**config.mk**
```make
export PLATFORM = sky130hd
export DESIGN_NAME = disparity_stream_framer_flat
export DESIGN_NICKNAME = d
export VERILOG_FILES = /design/src/rtl/disparity_stream_framer_pkg.sv /design/src/rtl/disparity_stream_framer_if.sv /design/src/rtl/disparity_stream_framer_position.sv /design/src/rtl/disparity_stream_framer.sv /design/src/flat_wrapper.sv
export SDC_FILE = /design/constraint.sdc
export NUM_CORES = 1
export LEC_CHECK = 0
export ABC_CLOCK_PERIOD_IN_PS = 5120
export CORE_MARGIN = 3
export CORE_UTILIZATION = 54
export CTS_CLUSTER_SIZE = 40
export DETAILED_ROUTE_END_ITERATION = 10
export GPL_TIMING_DRIVEN = 0
export PLACE_DENSITY = 0.88
export SLEW_MARGIN = 25
export SYNTH_ARGS = -nofsm -noshare
export SYNTH_HDL_FRONTEND = slang
export SYNTH_SLANG_ARGS = --single-unit
```
**constraint.sdc**
```tcl
create_clock -name clk -period 5.12 [get_ports clk]
set_clock_uncertainty 0.1 [all_clocks]
set_input_delay 1.28 -clock clk [delete_from_list [all_inputs] [get_ports clk]]
set_output_delay 1.28 -clock clk [all_outputs]
set_load 0.1 [all_outputs]
```
**src/rtl/disparity_stream_framer_pkg.sv**
```systemverilog
// Shared types and defaults for the disparity stream framer: FSM states,
// per-pixel tag/data bundles and a saturating counter helper.
package disparity_stream_pkg;

    localparam int default_disp_bits    = 5;
    localparam int default_frame_width  = 640;
    localparam int default_frame_height = 480;
    localparam int default_flush_cycles = 3;

    typedef enum logic [1:0] {
        WAIT_SOF,
        ACTIVE,
        FLUSH
    } state_t;

    typedef struct packed {
        logic first;
        logic last_line;
        logic last_frame;
    } pixel_tags_t;

    typedef struct packed {
        logic [default_disp_bits-1:0] disparity;
        logic [7:0]                   confidence;
        logic [7:0]                   gray;
    } pixel_data_t;

    function automatic logic [15:0] sat_inc16(input logic [15:0] value);
        return (value == 16'hFFFF) ? value : value + 16'd1;
    endfunction

endpackage

```
**src/rtl/disparity_stream_framer_if.sv**
```systemverilog
// Pixel stream bundle: untagged input side and tagged output side of the framer.
interface disparity_stream_framer_if #(
    parameter int disp_bits = 5
);
    logic                 pix_valid_in;
    logic                 sof_in;
    logic [disp_bits-1:0] disparity_in;
    logic [7:0]           confidence_in;
    logic [7:0]           gray_in;

    logic [disp_bits-1:0] disparity_out;
    logic [7:0]           confidence_out;
    logic [7:0]           gray_out;
    logic                 first_pixel_in_line;
    logic                 last_pixel_in_line;
    logic                 last_pixel_in_frame;
    logic                 out_valid;
    logic                 frame_done;
    logic                 frame_error;
    logic [15:0]          dropped_count;

    modport master (
        output pix_valid_in, sof_in, disparity_in, confidence_in, gray_in,
        input  disparity_out, confidence_out, gray_out,
               first_pixel_in_line, last_pixel_in_line, last_pixel_in_frame,
               out_valid, frame_done, frame_error, dropped_count
    );

    modport slave (
        input  pix_valid_in, sof_in, disparity_in, confidence_in, gray_in,
        output disparity_out, confidence_out, gray_out,
               first_pixel_in_line, last_pixel_in_line, last_pixel_in_frame,
               out_valid, frame_done, frame_error, dropped_count
    );
endinterface

```
**src/rtl/disparity_stream_framer_position.sv**
```systemverilog
// Column/row tracker for the framer; flags describe the pixel at the current
// position and are valid combinationally.
module frame_position_counter
    import disparity_stream_pkg::*;
#(
    parameter int frame_width  = default_frame_width,
    parameter int frame_height = default_frame_height
) (
    input  logic        clk,
    input  logic        reset,
    input  logic        load_origin,
    input  logic        advance,
    output pixel_tags_t tags
);
    localparam int col_bits = $clog2(frame_width);
    // A single-line frame still needs a one-bit row register.
    localparam int row_bits = (frame_height > 1) ? $clog2(frame_height) : 1;

    localparam logic [col_bits-1:0] last_col = col_bits'(frame_width - 1);
    localparam logic [row_bits-1:0] last_row = row_bits'(frame_height - 1);

    logic [col_bits-1:0] col;
    logic [row_bits-1:0] row;

    assign tags.first      = (col == '0);
    assign tags.last_line  = (col == last_col);
    assign tags.last_frame = (col == last_col) && (row == last_row);

    always_ff @(posedge clk) begin
        if (reset) begin
            col <= '0;
            row <= '0;
        end else if (load_origin) begin
            // The origin pixel itself is being emitted, so the next one is column 1.
            col <= col_bits'(1);
            row <= '0;
        end else if (advance) begin
            // NOTE: non-blocking updates keep col and row consistent at the edge.
            if (col == last_col) begin
                col <= '0;
                row <= (row == last_row) ? '0 : row + 1'b1;
            end else begin
                col <= col + 1'b1;
            end
        end
    end

endmodule

```
**src/rtl/disparity_stream_framer.sv**
```systemverilog
// Tags an untagged pixel stream with line/frame markers, guarantees one
// last_pixel_in_frame per frame and enforces a quiet gap after it.
module disparity_stream_framer
    import disparity_stream_pkg::*;
#(
    parameter int disp_bits    = default_disp_bits,
    parameter int frame_width  = default_frame_width,
    parameter int frame_height = default_frame_height,
    parameter int flush_cycles = default_flush_cycles
) (
    input logic clk,
    input logic reset,
    disparity_stream_framer_if.slave bus
);
    localparam int flush_bits = $clog2(flush_cycles + 1);
    localparam pixel_tags_t origin_tags = '{first: 1'b1, last_line: 1'b0, last_frame: 1'b0};

    state_t               state;
    logic [flush_bits-1:0] flush_cnt;
    pixel_tags_t          pos_tags;
    pixel_tags_t          tags_q;
    logic [disp_bits-1:0] disp_q;
    logic [7:0]           conf_q;
    logic [7:0]           gray_q;
    logic                 valid_q;
    logic                 done_q;
    logic                 error_q;
    logic [15:0]          drop_q;
    logic                 load_origin;
    logic                 advance;

    assign load_origin = bus.pix_valid_in && bus.sof_in && (state != FLUSH);
    assign advance     = bus.pix_valid_in && !bus.sof_in && (state == ACTIVE);

    frame_position_counter #(
        .frame_width (frame_width),
        .frame_height(frame_height)
    ) u_position (
        .clk        (clk),
        .reset      (reset),
        .load_origin(load_origin),
        .advance    (advance),
        .tags       (pos_tags)
    );

    always_ff @(posedge clk) begin
        // NOTE: synchronous active-high reset to match the surrounding filter chain.
        if (reset) begin
            state     <= WAIT_SOF;
            flush_cnt <= '0;
            tags_q    <= '0;
            disp_q    <= '0;
            conf_q    <= '0;
            gray_q    <= '0;
            valid_q   <= 1'b0;
            done_q    <= 1'b0;
            error_q   <= 1'b0;
            drop_q    <= '0;
        end else begin
            // NOTE: strobes and tags default low each cycle; data registers hold.
            valid_q <= 1'b0;
            tags_q  <= '0;
            done_q  <= 1'b0;
            error_q <= 1'b0;

            if (load_origin || advance) begin
                valid_q <= 1'b1;
                disp_q  <= bus.disparity_in;
                conf_q  <= bus.confidence_in;
                gray_q  <= bus.gray_in;
            end

            case (state)
                WAIT_SOF: begin
                    if (bus.pix_valid_in) begin
                        if (bus.sof_in) begin
                            tags_q <= origin_tags;
                            state  <= ACTIVE;
                        end else begin
                            drop_q <= sat_inc16(drop_q);
                        end
                    end
                end
                ACTIVE: begin
                    if (bus.pix_valid_in) begin
                        if (bus.sof_in) begin
                            // Premature SOF restarts the frame; the truncated one gets no last tag.
                            tags_q  <= origin_tags;
                            error_q <= 1'b1;
                        end else begin
                            tags_q <= pos_tags;
                            if (pos_tags.last_frame) begin
                                done_q    <= 1'b1;
                                flush_cnt <= flush_bits'(flush_cycles);
                                state     <= FLUSH;
                            end
                        end
                    end
                end
                FLUSH: begin
                    flush_cnt <= flush_cnt - 1'b1;
                    if (flush_cnt <= flush_bits'(1)) state <= WAIT_SOF;
                    if (bus.pix_valid_in) drop_q <= sat_inc16(drop_q);
                end
                default: state <= WAIT_SOF;
            endcase
        end
    end

    assign bus.disparity_out       = disp_q;
    assign bus.confidence_out      = conf_q;
    assign bus.gray_out            = gray_q;
    assign bus.first_pixel_in_line = tags_q.first;
    assign bus.last_pixel_in_line  = tags_q.last_line;
    assign bus.last_pixel_in_frame = tags_q.last_frame;
    assign bus.out_valid           = valid_q;
    assign bus.frame_done          = done_q;
    assign bus.frame_error         = error_q;
    assign bus.dropped_count       = drop_q;

endmodule

```
**src/flat_wrapper.sv**
```systemverilog
// flat-port wrapper written by rule: the top's interface ports become plain ports
module disparity_stream_framer_flat import disparity_stream_pkg::*;
#(
    parameter int disp_bits    = default_disp_bits,
    parameter int frame_width  = default_frame_width,
    parameter int frame_height = default_frame_height,
    parameter int flush_cycles = default_flush_cycles
)
  (clk, reset, bus_pix_valid_in, bus_sof_in, bus_disparity_in, bus_confidence_in, bus_gray_in, bus_disparity_out, bus_confidence_out, bus_gray_out, bus_first_pixel_in_line, bus_last_pixel_in_line, bus_last_pixel_in_frame, bus_out_valid, bus_frame_done, bus_frame_error, bus_dropped_count);
  disparity_stream_framer_if #(.disp_bits(disp_bits)) bus_i ();
  input logic clk;
  input logic reset;
  input wire logic [$bits(bus_i.pix_valid_in)-1:0] bus_pix_valid_in;
  input wire logic [$bits(bus_i.sof_in)-1:0] bus_sof_in;
  input wire logic [$bits(bus_i.disparity_in)-1:0] bus_disparity_in;
  input wire logic [$bits(bus_i.confidence_in)-1:0] bus_confidence_in;
  input wire logic [$bits(bus_i.gray_in)-1:0] bus_gray_in;
  output wire logic [$bits(bus_i.disparity_out)-1:0] bus_disparity_out;
  output wire logic [$bits(bus_i.confidence_out)-1:0] bus_confidence_out;
  output wire logic [$bits(bus_i.gray_out)-1:0] bus_gray_out;
  output wire logic [$bits(bus_i.first_pixel_in_line)-1:0] bus_first_pixel_in_line;
  output wire logic [$bits(bus_i.last_pixel_in_line)-1:0] bus_last_pixel_in_line;
  output wire logic [$bits(bus_i.last_pixel_in_frame)-1:0] bus_last_pixel_in_frame;
  output wire logic [$bits(bus_i.out_valid)-1:0] bus_out_valid;
  output wire logic [$bits(bus_i.frame_done)-1:0] bus_frame_done;
  output wire logic [$bits(bus_i.frame_error)-1:0] bus_frame_error;
  output wire logic [$bits(bus_i.dropped_count)-1:0] bus_dropped_count;
  assign bus_i.pix_valid_in = bus_pix_valid_in;
  assign bus_i.sof_in = bus_sof_in;
  assign bus_i.disparity_in = bus_disparity_in;
  assign bus_i.confidence_in = bus_confidence_in;
  assign bus_i.gray_in = bus_gray_in;
  assign bus_disparity_out = bus_i.disparity_out;
  assign bus_confidence_out = bus_i.confidence_out;
  assign bus_gray_out = bus_i.gray_out;
  assign bus_first_pixel_in_line = bus_i.first_pixel_in_line;
  assign bus_last_pixel_in_line = bus_i.last_pixel_in_line;
  assign bus_last_pixel_in_frame = bus_i.last_pixel_in_frame;
  assign bus_out_valid = bus_i.out_valid;
  assign bus_frame_done = bus_i.frame_done;
  assign bus_frame_error = bus_i.frame_error;
  assign bus_dropped_count = bus_i.dropped_count;
  disparity_stream_framer #(.disp_bits(disp_bits), .frame_width(frame_width), .frame_height(frame_height), .flush_cycles(flush_cycles)) u_core (.clk(clk), .reset(reset), .bus(bus_i));
endmodule
```
After elaboration in Yosys (flattened, before gate mapping)
Index checks and enable logic that the tools add are counted.

word-level totals
  output and inout port bits = 43
  register bits after elaboration = 66

operators by class
  $add $sub $neg = 4
  reduce and logical (&&, ||, !) cells = 19
  $lt $le $gt $ge = 1
  multiplexer cells = 28
  bitwise gates (word level) = 2
  eq/ne operators = 14

operator list
  cell                                                                     count
  16-bit 2-to-1 mux                                                        4
  16-bit one-hot mux with 2 select lines                                   1
  2-bit 2-to-1 mux                                                         9
  16-bit by 1-bit adder with 16-bit output, second input constant          1
  16-bit == test, second input constant                                    1
  2-bit inequality test, second input constant                             7
  3-bit 2-to-1 mux                                                         4
  10-bit by 1-bit adder with 10-bit output, second input constant          1
  10-bit == test, second input constant                                    1
  10-bit zero test                                                         1
  10-bit 2-to-1 mux                                                        1
  9-bit by 1-bit adder with 9-bit output, second input constant            1
  9-bit == test, second input constant                                     1
  9-bit 2-to-1 mux                                                         1
  4-bit AND reduction                                                      2
  2-bit one-hot mux with 3 select lines                                    1
  3-bit one-hot mux with 2 select lines                                    1
  6-bit AND reduction                                                      1
  2-bit nonzero test                                                       3
  1-bit logical AND                                                        5
  1-bit 2-to-1 mux                                                         5
  2-bit by 1-bit inequality test with 1-bit output, second input constant  2
  2-bit one-hot mux with 2 select lines                                    1
  4-bit OR reduction                                                       1
  other kinds (11)                                                         12

Depth between registers and ports, before layout
  depth in word-level cells = 6
  mapped depth = 8
  mapped depth without buffers = 6

Modules after synthesis
Synthesis repeated with hierarchy kept, for this count alone.

unflattened totals
  cell total of the unflattened synthesis = 330
  area total of the unflattened synthesis = 3010.4 um^2

modules (own cells, without submodules)
  module                   cells an instance  area each (um^2)  times used
  disparity_stream_framer  217                2030.7            1
  frame_position_counter   113                979.7             1

Worst setup path before layout
No wires, ideal clock.

  path type = input port to flip-flop
  start = in bus_sof_in
  end = reg u_core.drop_q[11], in the netlist u_core.bus.dropped_count[11]
  path buffers = 2
  arrival = 2.755 ns
  data required time = 4.950 ns
  setup slack = 2.195 ns
  stages = 6
  path through = buf_6 > nor2b_1 > or4_1 > buf_2 > or4_1 > a21oi_1

on the way
  cells in the longest elaborated chain, start to end = 2

RTL lines
  element                                 line                            text
  start, declared                         flat_wrapper.sv:14              input wire logic [$bits(bus_i.sof_in)-1:0] bus_sof_in;
  2-bit inequality test (no source line)  n/a
  4-bit AND reduction (no source line)    n/a
  end signal, assigned                    disparity_stream_framer.sv:80   drop_q <= sat_inc16(drop_q);
  end signal, assigned                    disparity_stream_framer.sv:103  if (bus.pix_valid_in) drop_q <= sat_inc16(drop_q);
  end, declared                           disparity_stream_framer.sv:28   logic [15:0] drop_q;

No other way between the ends.
A chain may end at the register's enable or synchronous reset.

Worst setup path after layout
  start = reg u_core.drop_q[9], in the netlist u_core.bus.dropped_count[9]
  end = out bus_dropped_count[9]

RTL lines
  element        line                text
  end, declared  flat_wrapper.sv:27  output wire logic [$bits(bus_i.dropped_count)-1:0] bus_dropped_count;

No word-level cell between the ends.

==> results.cfg <==
[run]
max_cap_viol_count = 0

[pwr]
peakVddDrop_uv = 309
switching_share = 0.294
p_comb_frac = 0.165
power.density_nw_per_um2 = 284
leakagePower_nw = 1.35
switchingPower_mw = 0.323
power.internal_mw = 0.778
p_seq_frac = 0.486
clkPwrFrac = 0.349

[synth]
syn-num-nets = 366
synth_area_um2 = 2960
synthCells = 336
ys_ff_latch = 66
ys.flop_type = dfxtp_1
synth-seq-area-share = 0.446
synth_edf_count = 0
synthArstFlopShare = 0
yosysWarnings = 0
synth_area_per_cell_um2 = 8.82
synth_cell_types = 45

[cts]
cts_tree = yes
cts-root-buf = clkbuf_8
clk_pin_slew_ns = 0.07
numCtsBuffers = 9
cts_buffer_depth = 2
post-cts-setup-buffer-count = 0
clkSinkCount = 66
postCtsHoldBufs = 0
clock_latency_ns = 0.34
cts-resized-gates = 0
htreeDepth = 3

[layout]
drive_gt1_frac = 0.0553
area_growth_pct = 30.7
final_area_um2 = 3870
instances_no_fill = 486
ff_latch_area_um2 = 1320
fill_cells = 380
nets = 442
multi_input_area_um2 = 1530
antenna_cells = 0

[floorplan]
initial_core_util = 0.569
die_h_um = 80.1
die_w_um = 80.1
core-area_um2 = 5200
pin_count = 68
die_area_um2 = 6410
fp-row-count = 26

[placed_design]
io_buffers = 65
gp_congestion = 0.884
place_inst = 471
placed_area_um2 = 3700
hpwlAfterDp_mm = 5.36

[drt]
drt_iter0_drc = 158
viasPerCell = 5.78
routed_wl_mm = 7.40
wl_per_cell_um = 15.2
firstDrtPassIters = 5
final_antenna_net_count = 0
vias = 2808
drcViolationCount = 0

[global_routing]
grt_first_pass_wirelength_mm = 12.1
antenna_found_initial = 0
first_global_vias = 2669
grt.total_usage = 0.242
grt_overflow = 0
grt_max_degree = 11

[sta]
slew_viol_final = 0
final.setup.tns_ns = 0
fmax_mhz = 298
rsz0062_at_grt = no
period_minus_slack_ns = 3.36
hold_violations = 0
worstMarginPinSlew_ns = 1.00
min_period_over_period = 0.656
final-setup-viol-count = 0
slew_headroom = 0.329

[worst_hold_path]
min_path_type = reg -> reg

[worst_setup_path]
crit_arrival_ns = 1.98
crit_buf_inv = 1
worst_path_max_delay_cell = clkdlybuf4s50_1
cp_top_family = buffers and inverters
slowest_delay_ns = 1.18
start_kind = flip-flop
cp-end-kind = output port
crit_fanout = 7
cp_data_required_time_ns = 3.74
crit_type = reg -> out
worstPathCellList = clkdlybuf4s50_1

[status]
status = finished clean
-- cell usage in the layout (no fill, tap or decap), types with 9 or more instances in the layout --
| cell | n |
|---|---|
| inv_1 | 10 |
| clkbuf_8 | 11 |
| a21oi_1 | 21 |
| nand3_1 | 13 |
| clkbuf_1 | 9 |
| or4_1 | 12 |
| nand4_1 | 11 |
| or3_1 | 10 |
| mux2i_1 | 21 |
| clkdlybuf4s50_1 | 65 |
| nand2_1 | 24 |
| o21ai_0 | 17 |
| nor2_1 | 36 |
| dfxtp_1 | 66 |
-- flip-flops by register name, summed over array words and instances, names as in the netlist, 2 cells and up --
signal	cells
u_core.bus.confidence_out	8
u_core.bus.disparity_out	5
u_core.bus.dropped_count	16
u_core.bus.gray_out	8
u_core.flush_cnt	2
u_core.state	2
u_core.u_position.col	10
u_core.u_position.row	9
-- cells by family (layout without fill, tap and decap cells) --
logic type / Yosys count / in the layout / share of synthesized area
and+or+nand+nor: 145 / 145 / 0.266
AOI/OAI and AO/OA: 67 / 67 / 0.138
DFF: 66 / 66 / 0.446
buffers and inverters: 25 / 105 / 0.0367
muxes: 21 / 21 / 0.0709
xor gates and xnor gates: 7 / 7 / 0.0207
adders and majority gates: 5 / 5 / 0.0211
-- worst paths after layout --
kind                                     start                           end  slack, ns  depth (start not counted)
setup / recovery   u_core.bus.dropped_count[9]          bus_dropped_count[9]       1.76                          1
hold / removal    u_core.bus.confidence_out[1]  u_core.bus.confidence_out[1]       0.39                          2
setup reg to reg   u_core.bus.dropped_count[1]   u_core.bus.dropped_count[5]       2.53                          6
hold reg to reg   u_core.bus.confidence_out[1]  u_core.bus.confidence_out[1]       0.39                          2
-- through the flow --
step           total power [mW]  worst slack (ns)  hold slack [ns]   util
2_1_floorplan             0.674              2.19            0.348      -
3_3_place_gp              0.725              1.62            0.367  0.711
3_5_place_dp              0.728              1.58            0.381  0.711
4_1_cts                    1.11              1.77            0.395  0.744
5_1_grt                    1.14              1.72            0.416  0.744
6_report                   1.10              1.76            0.392  0.744
-- final cells by class --
| class | count | area share |
|---|---|---|
| buffer | 15 | 0.0184 |
| clock buffer | 12 | 0.0401 |
| clock inverter | 3 | 0.00388 |
| inverter | 10 | 0.00970 |
| multi-input combinational | 245 | 0.396 |
| sequential | 66 | 0.341 |
| tap | 70 | 0.0226 |
| timing repair buffer | 65 | 0.168 |
-- Yosys cell counts (3+ instances only) --
library cell | number | area share
dfxtp_1 | 66 | 0.45
nor2_1 | 36 | 0.046
nand2_1 | 24 | 0.030
a21oi_1 | 21 | 0.035
mux2i_1 | 21 | 0.071
o21ai_0 | 17 | 0.029
nand3_1 | 13 | 0.022
or4_1 | 12 | 0.030
nand4_1 | 11 | 0.023
inv_1 | 10 | 0.013
or3_1 | 10 | 0.021
clkbuf_1 | 8 | 0.010
and2_1 | 6 | 0.013
and4_1 | 6 | 0.018
buf_2 | 6 | 0.010
nor3_1 | 6 | 0.010
a211oi_1 | 5 | 0.013
a31oi_1 | 5 | 0.011
ha_1 | 5 | 0.021
nor4_1 | 5 | 0.011
o31ai_1 | 5 | 0.013
xor2_1 | 5 | 0.015
and3_1 | 4 | 0.0084
nor2b_1 | 3 | 0.0063
-- power by group through the flow --
stage / Clock [mW] / Sequential, mW / Combinational [mW]
after global placement: 0 / 0.545 / 0.180
after global routing: 0.410 / 0.536 / 0.191
after detailed placement: 0 / 0.546 / 0.182
after CTS: 0.389 / 0.535 / 0.183
after floorplan: 0 / 0.631 / 0.0436
final: 0.384 / 0.535 / 0.182
-- routing by layer --
layer | global-route usage | wire length [um] | vias to the layer above
li1 | - | - | 1395
met1 | 0.286 | 3140 | 1303
met2 | 0.404 | 3690 | 91
met3 | 0.0650 | 364 | 19
met4 | 0.117 | 198 | 0
met5 | 0 | 0 | -
No activity file was read; power rests on OpenSTA's default activity.
